## src/rtl/serial_rx_pkg.sv

```systemverilog
// Shared types and limits for the serial-to-parallel receiver.
package serial_rx_pkg;

  typedef enum logic [0:0] {
    S_DATA   = 1'b0,
    S_PARITY = 1'b1
  } rx_state_e;

  localparam int unsigned WIDTH_MIN = 2;
  localparam int unsigned WIDTH_MAX = 32;

endpackage

```

## src/rtl/parity_acc.sv

```systemverilog
// Running XOR accumulator used for even-parity checking of received frames.
module parity_acc (
  input  logic clk,
  input  logic rst_n,
  input  logic clr,
  input  logic en,
  input  logic d,
  output logic acc
);

  logic acc_d, acc_q;

  // next accumulator value: clear dominates enable
  always_comb begin
    acc_d = acc_q;
    if (clr) begin
      acc_d = 1'b0;
    end else if (en) begin
      acc_d = acc_q ^ d;
    end else begin
      acc_d = acc_q;
    end
  end

  // accumulator register with synchronous active-low reset
  always_ff @(posedge clk) begin
    if (!rst_n) begin
      acc_q <= 1'b0;
    end else begin
      acc_q <= acc_d;
    end
  end

  assign acc = acc_q;

endmodule

```

## src/rtl/serial_to_parallel_rx.sv

```systemverilog
// LSB-first serial receiver with a one-entry valid/ready output register.
// Optional even-parity bit per frame enabled by `SERIAL_RX_PARITY_CHECK_EN.
module serial_to_parallel_rx
  import serial_rx_pkg::*;
#(
  parameter int unsigned WIDTH = 8
) (
  input  logic             clk,
  input  logic             rst_n,
  input  logic             serial_valid,
  input  logic             serial_data,
  output logic             parallel_valid,
  input  logic             parallel_ready,
  output logic [WIDTH-1:0] parallel_data,
  output logic             parity_err,
  output logic             overflow
);

  localparam int unsigned      CNT_W    = $clog2(WIDTH);
  localparam logic [CNT_W-1:0] CNT_LAST = CNT_W'(WIDTH - 1);

  // An out-of-range WIDTH elaborates a missing module and stops the build.
  if (WIDTH < WIDTH_MIN || WIDTH > WIDTH_MAX) begin : g_bad_width
    illegal_width_parameter u_illegal_width ();
  end

  logic [CNT_W-1:0] cnt_d, cnt_q;
  logic [WIDTH-1:0] shreg_d, shreg_q;
  logic [WIDTH-1:0] word_s;
  logic             complete_s;
  logic             pvalid_d, pvalid_q;
  logic [WIDTH-1:0] pdata_d, pdata_q;
  logic             overflow_d, overflow_q;

`ifdef SERIAL_RX_PARITY_CHECK_EN
  rx_state_e state_d, state_q;
  logic      acc_s, acc_clr_s, acc_en_s;
  logic      perr_s, perr_d, perr_q;

  parity_acc u_parity_acc (
    .clk  (clk),
    .rst_n(rst_n),
    .clr  (acc_clr_s),
    .en   (acc_en_s),
    .d    (serial_data),
    .acc  (acc_s)
  );
`endif

  // frame assembly: bit counter, shift register and completion detect
  always_comb begin
    cnt_d      = cnt_q;
    shreg_d    = shreg_q;
    word_s     = shreg_q;
    complete_s = 1'b0;
`ifdef SERIAL_RX_PARITY_CHECK_EN
    state_d    = state_q;
    acc_clr_s  = 1'b0;
    acc_en_s   = 1'b0;
    perr_s     = 1'b0;
    if (serial_valid) begin
      case (state_q)
        S_DATA: begin
          shreg_d[cnt_q] = serial_data;
          acc_en_s       = 1'b1;
          if (cnt_q == CNT_LAST) begin
            cnt_d   = {CNT_W{1'b0}};
            state_d = S_PARITY;
          end else begin
            cnt_d = cnt_q + CNT_W'(1);
          end
        end
        S_PARITY: begin
          // data bits are already complete in shreg_q; this bit only closes the frame
          complete_s = 1'b1;
          perr_s     = acc_s ^ serial_data;
          acc_clr_s  = 1'b1;
          cnt_d      = {CNT_W{1'b0}};
          state_d    = S_DATA;
        end
        default: begin
          cnt_d     = {CNT_W{1'b0}};
          acc_clr_s = 1'b1;
          state_d   = S_DATA;
        end
      endcase
    end else begin
      cnt_d = cnt_q;
    end
`else
    if (serial_valid) begin
      shreg_d[cnt_q] = serial_data;
      word_s         = shreg_d;
      if (cnt_q == CNT_LAST) begin
        complete_s = 1'b1;
        cnt_d      = {CNT_W{1'b0}};
      end else begin
        cnt_d = cnt_q + CNT_W'(1);
      end
    end else begin
      cnt_d = cnt_q;
    end
`endif
  end

  // output register: load on completion when empty or popped, else flag overflow
  always_comb begin
    pvalid_d   = pvalid_q;
    pdata_d    = pdata_q;
    overflow_d = overflow_q;
`ifdef SERIAL_RX_PARITY_CHECK_EN
    perr_d     = perr_q;
`endif
    if (complete_s) begin
      if (!pvalid_q || parallel_ready) begin
        pvalid_d = 1'b1;
        pdata_d  = word_s;
`ifdef SERIAL_RX_PARITY_CHECK_EN
        perr_d   = perr_s;
`endif
      end else begin
        overflow_d = 1'b1;
      end
    end else if (pvalid_q && parallel_ready) begin
      pvalid_d = 1'b0;
    end else begin
      pvalid_d = pvalid_q;
    end
  end

  // state registers with synchronous active-low reset
  always_ff @(posedge clk) begin
    if (!rst_n) begin
      cnt_q      <= {CNT_W{1'b0}};
      shreg_q    <= {WIDTH{1'b0}};
      pvalid_q   <= 1'b0;
      pdata_q    <= {WIDTH{1'b0}};
      overflow_q <= 1'b0;
`ifdef SERIAL_RX_PARITY_CHECK_EN
      state_q    <= S_DATA;
      perr_q     <= 1'b0;
`endif
    end else begin
      cnt_q      <= cnt_d;
      shreg_q    <= shreg_d;
      pvalid_q   <= pvalid_d;
      pdata_q    <= pdata_d;
      overflow_q <= overflow_d;
`ifdef SERIAL_RX_PARITY_CHECK_EN
      state_q    <= state_d;
      perr_q     <= perr_d;
`endif
    end
  end

  assign parallel_valid = pvalid_q;
  assign parallel_data  = pdata_q;
  assign overflow       = overflow_q;
`ifdef SERIAL_RX_PARITY_CHECK_EN
  assign parity_err     = perr_q;
`else
  assign parity_err     = 1'b0;
`endif

endmodule

```

## config.mk

```make
export PLATFORM = sky130hd
export DESIGN_NAME = serial_to_parallel_rx
export DESIGN_NICKNAME = d
export VERILOG_FILES = /design/src/rtl/serial_rx_pkg.sv /design/src/rtl/parity_acc.sv /design/src/rtl/serial_to_parallel_rx.sv
export SDC_FILE = /design/constraint.sdc
export NUM_CORES = 1
export LEC_CHECK = 0
export BUFFER_PORTS_ARGS = -buffer_cell sky130_fd_sc_hd__buf_2
export CORE_ASPECT_RATIO = 0.75
export CORE_MARGIN = 3
export CORE_UTILIZATION = 40
export DETAILED_ROUTE_END_ITERATION = 6
export PLACE_DENSITY = 0.66
export SKIP_LAST_GASP = 1
export SYNTH_ARGS = -nofsm -noshare
export SYNTH_HDL_FRONTEND = slang
export SYNTH_SLANG_ARGS = --single-unit
```

## constraint.sdc

```tcl
create_clock -name clk -period 1.94 [get_ports clk]
set_input_delay 0.097 -clock clk [delete_from_list [all_inputs] [get_ports clk]]
set_output_delay 0.097 -clock clk [all_outputs]
set_load 0.005 [all_outputs]
```

==> run summary <==
Status -> finished clean
Deepest clock path buffer count -> 2
Starting density of the core -> 45.0%
Pleak -> 0.450 nW
Buf/Inv on CP -> 0
Nets -> 110
Global-route wire length before repair -> 3220 microns
Worst hold-check path type -> input port to flop
Mapped Cells -> 91
Die height -> 48.4 microns
Hold WS -> 199 ps
Grt total ovfl -> 0
Antenna Cells -> 0
Worst Setup End Kind -> flop
RSZ-0062 raised after global routing -> no
Layout cell share with drive strength beyond 1 -> 29.4%
Fillers -> 212
Max VDD drop -> 0.334 mV
Final setup viols -> 0
Post-DP HPWL -> 1340 microns
Power per cell area -> 677 nW/um^2
Top Metal Used -> met4
CTS root buf -> clkbuf_4
H-tree levels -> 1
Slew headroom -> 51.5%
Vias in the first global route -> 674
Crit-path cells -> ha_1, and2_1, and2_4, a211oi_2
Placed cells -> 129
Mapped Area -> 961 sq um
Synthesized flop and latch total -> 21
Via count -> 690
CP Max Fanout -> 10
Startpoint types -> flop
# rows -> 14
Residual DRC -> 0
Slowest cell on crit path -> dfxtp_1
Family with the most delay on the worst path -> simple AND/OR/NAND/NOR gates
Hold Violations, Final -> 0
DR iter-0 viols -> 35
CP peak stage delay -> 550 ps
Core footprint -> 2140 sq um
Number of port buffers -> 14
Initial antenna violation count -> 0
Post-Route Skew -> 10.1 ps
Max Fclk -> 600 MHz
Syn_nets -> 98
Fin. max-slew vios -> 0
CTS tree -> yes
Yosys cell types -> 23
CTS Buf Count -> 3
WP data arrival -> 1830 ps
Chip Width -> 62.6 microns
Die area -> 3030 sq um
Routed vias/inst -> 5.15
Critical path required time -> 2110 ps
Non-Filler Instances -> 134
All-Layer GR Usage -> 13.4%
Met2 WL -> 815 microns
Worst-margin pin slew -> 726 ps
Routed length on met1 -> 956 microns
CTS Sinks -> 21
Crit path time final -> 1670 ps
Final wirelength -> 1870 microns
TNS Setup -> 0 ps
GPL Wtd Cong -> 0.748
Io pins -> 16
Crit share post-route -> 85.9%
Mapped Avg Cell Area -> 10.6 sq um
Worst-path clk slew -> 120 ps
Final ANT Viol Nets -> 0
Area delta synth->final -> 9.38%
Pin count of the biggest net entering global routing -> 21
Seq/Total Area, Yosys -> 43.8%
Clock latency on the worst-skew pair -> 310 ps
DRT Pass-1 Iters -> 4
Yosys warns -> 0
Kind of critical path -> flop to flop
Max Cap Viol -> 0
Met3 WL -> 82 microns
WL/cell -> 13.9 microns
flip-flops by register name (all words and copies together) (netlist names):
| name | count |
|---|---|
| parallel_data | 8 |
| shreg_q | 8 |
| cnt_q | 3 |
| overflow | 1 |
| parallel_valid | 1 |
power by group:
part	internal (W)	leakage [nW]	switching [W]	total (W)
clock network	0.0000770	0.0177	0.000134	0.000211
logic	0.0000254	0.263	0.0000346	0.0000601
registers	0.000437	0.170	0.00000300	0.000440
logic make-up (layout without fill, tap and decap cells):
kind of cell / count (synthesis) / in the layout / synth area share, %
AOI/OAI and AO/OA: 20 / 20 / 17.3
adders and majority gates: 2 / 2 / 2.60
buffers and inverters: 12 / 23 / 8.33
DFF: 21 / 21 / 43.7
muxes: 9 / 9 / 9.38
other: 1 / 1 / 0.390
and+or+nand+nor: 26 / 26 / 18.2
Yosys cell counts:
cell / n / share of area (%)
a211oi_2: 8 / 10
a21oi_1: 10 / 5.2
a2bb2oi_1: 1 / 0.91
and2_1: 1 / 0.65
and2_4: 1 / 0.91
and4bb_1: 3 / 3.9
buf_4: 3 / 2.3
buf_6: 3 / 3.5
clkbuf_1: 3 / 1.2
clkbuf_2: 1 / 0.52
conb_1: 1 / 0.39
dfxtp_1: 21 / 44
ha_1: 2 / 2.6
inv_1: 2 / 0.78
mux2i_1: 9 / 9.4
nand2_1: 2 / 0.78
nand2b_1: 1 / 0.65
nand4_1: 1 / 0.65
nand4b_1: 3 / 2.7
nor2_1: 12 / 4.7
nor3b_1: 1 / 0.78
nor4b_4: 1 / 2.5
o21a_1: 1 / 0.78
path summary, 6_finish.rpt:
check / start / endpoint / cells after the start / slack (ps)
min reg2reg: overflow / overflow / 1 / 480
max: cnt_q[2] / parallel_data[7] / 4 / 270
max reg2reg: cnt_q[2] / parallel_data[7] / 4 / 270
min: serial_valid / cnt_q[2] / 3 / 200
layout make-up:
type	count	area, sq um	share of cell area (%)
clock inverter	1	5.00	0.476
timing repair buffer	17	95.1	9.05
clock buffer	3	22.5	2.14
inverter	2	7.51	0.714
sequential	21	420	40.0
multi-input combinational	58	460	43.8
tap	32	40.0	3.81
cells in the final DEF, fill, tap and decap left out, types with 2 or more instances in the layout:
| master | netlist | final |
|---|---|---|
| buf_4 | 3 | 2 |
| dfxtp_1 | 21 | 21 |
| ha_1 | 2 | 2 |
| nand2_1 | 2 | 2 |
| and4bb_1 | 3 | 3 |
| nor2_1 | 12 | 12 |
| a21oi_1 | 10 | 10 |
| inv_1 | 2 | 2 |
| a211oi_2 | 8 | 8 |
| buf_2 | 0 | 14 |
| mux2i_1 | 9 | 9 |
| clkbuf_4 | 0 | 3 |
| nand4b_1 | 3 | 3 |
metal layers:
| metal | track usage [%] | vias up |
|---|---|---|
| met5 | 0 | - |
| met4 | 4.03 | 0 |
| met3 | 5.09 | 2 |
| met2 | 20.0 | 16 |
| met1 | 18.0 | 330 |
| li1 | - | 342 |
worst reg2reg max path, cell delays in order (launching register included):
cell	delay, ps
dfxtp_1	550
ha_1	280
and2_1	330
and2_4	280
a211oi_2	80
stage by stage:
step | util [%] | cell area [sq um] | power [W] | setup WS, ps
2_1_floorplan | - | 961 | 0.000499 | 417
3_3_place_gp | 47.4 | 1010 | 0.000506 | 373
3_5_place_dp | 47.4 | 1010 | 0.000508 | 322
4_1_cts | 49.2 | 1050 | 0.000721 | 274
5_1_grt | 49.2 | 1050 | 0.000752 | 155
6_report | 49.2 | 1050 | 0.000711 | 274
timing repair:
item	4_1_cts	5_1_grt
hold buffers	1	0
setup buffers	0	0
resized for setup	0	0
hold endpoints to repair	1	0
(Power assumes the default switching activity.)
